**src/rtl/square_wave_meter.sv**
```systemverilog
// rtl/square_wave_meter.sv - measures high time, low time and period of an external square wave
module square_wave_meter #(
  parameter int COUNT_WIDTH = 24
) (
  input  logic                   Clock,
  input  logic                   Reset_n,
  input  logic                   Signal_in,
  output logic [COUNT_WIDTH-1:0] High_count,
  output logic [COUNT_WIDTH-1:0] Low_count,
  output logic [COUNT_WIDTH:0]   Period_count,
  output logic                   Result_valid,
  input  logic                   Result_ready,
  output logic                   Overrun,
  output logic                   Timeout
);

  typedef enum logic [1:0] {
    IDLE  = 2'd0,
    ARMED = 2'd1,
    HIGH  = 2'd2,
    LOW   = 2'd3
  } state_t;

  localparam logic [COUNT_WIDTH-1:0] SEG_MAX = '1;

  logic                   s1, s2, s3;
  logic [2:0]             primed;
  logic                   rise, fall, seg_sat;
  logic [COUNT_WIDTH-1:0] seg;
  logic [COUNT_WIDTH-1:0] hi_tmp;
  state_t                 state, state_nxt;
  logic                   latch_hi, complete, abort;

  // Synchronizer, edge history, and a marker of which stages hold real pin samples
  // (reset values are not observations, so IDLE must not treat them as a low level).
  always_ff @(posedge Clock or negedge Reset_n) begin
    if (!Reset_n) begin
      s1     <= 1'b0;
      s2     <= 1'b0;
      s3     <= 1'b0;
      primed <= 3'b000;
    end else begin
      s1     <= Signal_in;
      s2     <= s1;
      s3     <= s2;
      primed <= {primed[1:0], 1'b1};
    end
  end

  assign rise    = s2 & ~s3;
  assign fall    = ~s2 & s3;
  assign seg_sat = (seg == SEG_MAX);

  // Segment counter: restarts at 1 on every edge, saturates when the level lasts too long.
  always_ff @(posedge Clock or negedge Reset_n) begin
    if (!Reset_n) begin
      seg <= '0;
    end else if (rise || fall) begin
      seg <= {{(COUNT_WIDTH-1){1'b0}}, 1'b1};
    end else if (!seg_sat) begin
      seg <= seg + 1'b1;
    end
  end

  // FSM state register.
  always_ff @(posedge Clock or negedge Reset_n) begin
    if (!Reset_n) begin
      state <= IDLE;
    end else begin
      state <= state_nxt;
    end
  end

  // FSM next state: arm on a genuine low level, then track high/low segments.
  always_comb begin
    state_nxt = state;
    case (state)
      IDLE:  if (primed[2] && !s2) state_nxt = ARMED;
      ARMED: if (rise) state_nxt = HIGH;
      HIGH: begin
        if (fall)         state_nxt = LOW;
        else if (seg_sat) state_nxt = IDLE;
      end
      LOW: begin
        if (rise)         state_nxt = HIGH;
        else if (seg_sat) state_nxt = IDLE;
      end
      default: state_nxt = IDLE;
    endcase
  end

  // FSM outputs: capture high time, complete a period, or abort on saturation.
  always_comb begin
    latch_hi = 1'b0;
    complete = 1'b0;
    abort    = 1'b0;
    case (state)
      HIGH: begin
        latch_hi = fall;
        abort    = !fall && seg_sat;
      end
      LOW: begin
        complete = rise;
        abort    = !rise && seg_sat;
      end
      default: ;
    endcase
  end

  // High segment holding register.
  always_ff @(posedge Clock or negedge Reset_n) begin
    if (!Reset_n) begin
      hi_tmp <= '0;
    end else if (latch_hi) begin
      hi_tmp <= seg;
    end
  end

  // Result registers and handshake; a pending result is never overwritten.
  always_ff @(posedge Clock or negedge Reset_n) begin
    if (!Reset_n) begin
      High_count   <= '0;
      Low_count    <= '0;
      Period_count <= '0;
      Result_valid <= 1'b0;
      Overrun      <= 1'b0;
      Timeout      <= 1'b0;
    end else begin
      if (complete) begin
        if (!Result_valid || Result_ready) begin
          High_count   <= hi_tmp;
          Low_count    <= seg;
          Period_count <= {1'b0, hi_tmp} + {1'b0, seg};
          Result_valid <= 1'b1;
          Overrun      <= 1'b0;
          Timeout      <= 1'b0;
        end else begin
          Overrun <= 1'b1;
        end
      end else if (Result_valid && Result_ready) begin
        Result_valid <= 1'b0;
      end
      if (abort) begin
        Timeout <= 1'b1;
      end
    end
  end

endmodule

```
**config.mk**
```make
export PLATFORM = sky130hd
export DESIGN_NAME = square_wave_meter
export DESIGN_NICKNAME = d
export VERILOG_FILES = /design/src/rtl/square_wave_meter.sv
export SDC_FILE = /design/constraint.sdc
export NUM_CORES = 1
export LEC_CHECK = 0
export CAP_MARGIN = 10
export CORE_ASPECT_RATIO = 0.6
export CORE_MARGIN = 5
export CORE_UTILIZATION = 55
export CTS_CLUSTER_SIZE = 10
export DETAILED_ROUTE_END_ITERATION = 8
export PLACE_DENSITY = 0.79
export SKIP_CTS_REPAIR_TIMING = 1
export SYNTH_ARGS = -nofsm -noshare
export SYNTH_HDL_FRONTEND = slang
export SYNTH_SLANG_ARGS = --single-unit
```
**constraint.sdc**
```tcl
create_clock -name Clock -period 5.3 [get_ports Clock]
set_clock_uncertainty 0.05 [all_clocks]
set_input_delay 0.795 -clock Clock [delete_from_list [all_inputs] [get_ports Clock]]
set_output_delay 0.795 -clock Clock [all_outputs]
set_load 0.005 [all_outputs]
```
==> results.sh <==
export IMPL_place_port_buffers=79
export IMPL_timing_max_cap_violations=0
export IMPL_yosys_area_share_simple_pct=20.67
export IMPL_netlist_cell_type_count=61
export IMPL_synth_most_common_cell="sky130_fd_sc_hd__nand2_1"
export IMPL_timing_critical_path_required_ns=5.50
export IMPL_ir_drop_mv=0.2594
export IMPL_hold_path_startpoint="primed[1]"
export IMPL_drt_iter0_drc=381
export IMPL_die_w_um=150.8
export IMPL_worst_path_max_fanout=6
export IMPL_floorplan_initialDensity_pct=57.11
export IMPL_min_delay_path_class="register to register"
export IMPL_ys_seq_elements=132
export IMPL_synth_mux_area_fraction_pct=4.095
export IMPL_syn_nets=706
export IMPL_r2r_start="seg[0]"
export IMPL_vias_per_cell=5.650
export IMPL_antennaDiodeCount=0
export IMPL_slew_viol_final=0
export IMPL_fmax_mhz=354.6
export IMPL_crit_slowest_cell="sky130_fd_sc_hd__dfrtp_1"
export IMPL_slew_headroom_pct=32.58
export IMPL_synthesis_area_um2=6539
export IMPL_synthesis_area_per_instance_um2=9.701
export IMPL_grt_setup_unrepaired="false"
export IMPL_timing_critical_path_from_type="register"
export IMPL_timing_critical_path_cells="ha_1, fa_1, a21o_1, a221o_1, a21oi_1, o21ai_1, xnor2_1, o21ai_1"
export IMPL_ant_nets=0
export IMPL_final_critical_path_share_of_the_clock_period_pct=53.20
export IMPL_worst_pin_slew_ns=1.011
export IMPL_final_net_count=775
export IMPL_outcome="complete, no violations"
export IMPL_number_of_warning_messages_in_the_yosys_log=0
export IMPL_clk_latency_ns=0.42
export IMPL_first_global_vias=5162
export IMPL_routabilityCongestion=0.9188
export IMPL_cts_inserted_buffers=17
export IMPL_drc_errors=0
export IMPL_cp_startpoint="seg[0]"
export IMPL_vias=5175
export IMPL_hold_violations=0
export IMPL_synth_top_cells_by_area="sky130_fd_sc_hd__dfrtp_1, sky130_fd_sc_hd__nand2_1, sky130_fd_sc_hd__ha_1"
export IMPL_io_pins=80
export IMPL_detailedPlacementHpwl_um=11230
export IMPL_postSynth_topFlopCell="sky130_fd_sc_hd__dfrtp_1"
export IMPL_synth_enable_flop_cells=0
export IMPL_cpPeakStageDelay_ns=0.46
export IMPL_cts_sinks=132
export IMPL_cpLargestDelayFamily="compound AO/OA/AOI/OAI gates"
export IMPL_cts_root_buffer_cell="sky130_fd_sc_hd__clkbuf_16"
export IMPL_grt_use_total_pct=24.14
export IMPL_drt_pass1_iter_count=5
export IMPL_n_fill_cell=851
export IMPL_critical_path_buf_inv_count=0
export IMPL_die_area_um2=14240
export IMPL_synth_async_reset_ratio_pct=100.0
export IMPL_postRouteWirelength_um=16080
export IMPL_yosys_area_share_xor_xnor_pct=4.152
export IMPL_drive_above_1_share_pct=10.19
export IMPL_post_synth_most_frequent_cells="sky130_fd_sc_hd__nand2_1, sky130_fd_sc_hd__dfrtp_1, sky130_fd_sc_hd__ha_1, sky130_fd_sc_hd__o21ai_1, sky130_fd_sc_hd__a21oi_1"
export IMPL_worstSetupPathType="register to register"
export IMPL_synth_yosys_seq_area_share_pct=50.52
export IMPL_htree_levels=4
export IMPL_grt_start_max_net_pins=99
export IMPL_fp_dieH_um=94.46
export IMPL_cts_path_max_buffers=2
export IMPL_overflow=0
export IMPL_finalWorstPathRequiredPeriod_ns=2.820
export IMPL_synth_largest_area_cell="sky130_fd_sc_hd__dfrtp_1"
export IMPL_finalSetupViolCount=0
export IMPL_timing_critical_path_mode_cell="sky130_fd_sc_hd__o21ai_1"
export IMPL_final_worst_slack_ns=2.480
export IMPL_synth_compound_area_share_pct=11.92
export IMPL_post_synth_inst_count=674
export IMPL_rows=30
export IMPL_dp_slack_ns=2.417
export IMPL_synthDominantCellAreaShare_pct=50.52
export IMPL_cts_tree="built"
export IMPL_cts_clk_slew_worst_paths_ns=0.06
export IMPL_utilization_pct=69.81
export IMPL_area_growth_syn_to_layout_pct=22.24
export IMPL_end_kind="register"
export IMPL_wl_per_cell_um=17.55
export IMPL_synth_top_family_by_area="simple AND/OR/NAND/NOR gates"
export IMPL_grt_pass1_wl_um=26890
export IMPL_power_density_cell_area_nw_per_um2=348.5
export IMPL_antenna_found_initial=0
export IMPL_post_synth_fa_ha_maj_area_fraction_pct=5.473
export IMPL_setup_tns_ns=0
export IMPL_critical_path_arrival_ns=3.02
export IMPL_coreArea_um2=11450
export IMPL_cellLeakagePower_nw=3.897
==> kinds of logic (layout without fill, tap and decap cells) <==
logic type      count (synthesis)  in the layout
simple gates                  301            301
flops                         132            132
compound gates                116            116
buf+inv                        41            123
xor+xnor                       31             31
fa+ha+maj                      28             28
mux                            24             24
other cells                     1              1
==> worst register-to-register path: stages, from the launching register on <==
cell and delay, ns:
sky130_fd_sc_hd__dfrtp_1 0.46, sky130_fd_sc_hd__ha_1 0.31, sky130_fd_sc_hd__fa_1 0.44, sky130_fd_sc_hd__a21o_1 0.20
sky130_fd_sc_hd__a221o_1 0.39, sky130_fd_sc_hd__a21oi_1 0.34, sky130_fd_sc_hd__o21ai_1 0.16, sky130_fd_sc_hd__xnor2_1 0.21
sky130_fd_sc_hd__o21ai_1 0.10
==> path summary, 6_finish.rpt <==
check	to	cells after the start	slack, ns
hold / removal	primed[2]	0	0.30
min in group asynchronous	Low_count[1]	2	0.48
hold reg to reg	primed[2]	0	0.30
max in group asynchronous	hi_tmp[19]	2	4.05
setup reg to reg	Period_count[16]	8	2.48
setup / recovery	Period_count[16]	8	2.48
==> power by group <==
group	leakage (nW)	switching, mW	internal [mW]
Sequential	1.80	0.0693	1.09
Clock	0.290	0.447	0.753
Combinational	1.81	0.222	0.201
Total	3.90	0.738	2.05
==> layout by cell type, fill, tap and decap left out, drive strengths merged, types with 3 or more instances in the layout <==
master         instances
bufinv                 3
and3                   8
or3                    7
clkbuf                20
inv                    9
o31ai                  4
o21bai                 3
nand4                 16
nor2b                  4
xor2                  10
clkinv                 6
a211oi                 5
nor3                   7
o21ai                 36
ha                    27
a21oi                 27
a41o                   3
o211ai                 3
o21a                   4
and4                   3
a31oi                  3
buf                    5
mux2                  22
nor2                  15
clkdlybuf4s50         78
dfrtp                132
a21o                  12
xnor2                 21
a21boi                 5
nand2                204
and2                  14
nand3                 18
==> area by class of cell <==
type,instances,area (um2),area share [%]
Timing Repair Buffer,83,818.3,10.24
Clock buffer,20,446.7,5.589
Multi-Input combinational cell,501,3039,38.02
Tap cell,160,200.2,2.505
Inverter,8,30.03,0.3757
Sequential cell,132,3303,41.33
Clock inverter,12,155.1,1.941
==> registers in the layout, summed over array words and instances, names as in the netlist <==
| signal | flops |
|---|---|
| hi_tmp | 24 |
| primed | 3 |
| s3 | 1 |
| s1 | 1 |
| seg | 24 |
| state | 2 |
| Low_count | 24 |
| Timeout | 1 |
| High_count | 24 |
| Result_valid | 1 |
| s2 | 1 |
| Period_count | 25 |
| Overrun | 1 |
==> layer usage <==
layer  up-vias  GRT usage (%)  share of wire (%)
met2       151          36.36                 45
met5         -              0                  0
li1       2451              -                  -
met4         0          6.561                1.3
met3        23          5.516                5.8
met1      2550          35.30                 48
==> through the flow <==
step	hold WS [ns]	instances	cell area, um2	total power [mW]
after floorplan	0.2812	674	6539	1.387
after global placement	0.2887	884	7391	1.585
after detailed placement	0.2855	884	7391	1.600
after CTS	0.3041	916	7993	2.796
after global routing	0.3152	916	7993	2.896
final	0.3010	916	7993	2.785
Power figures use the tool's default switching activity.
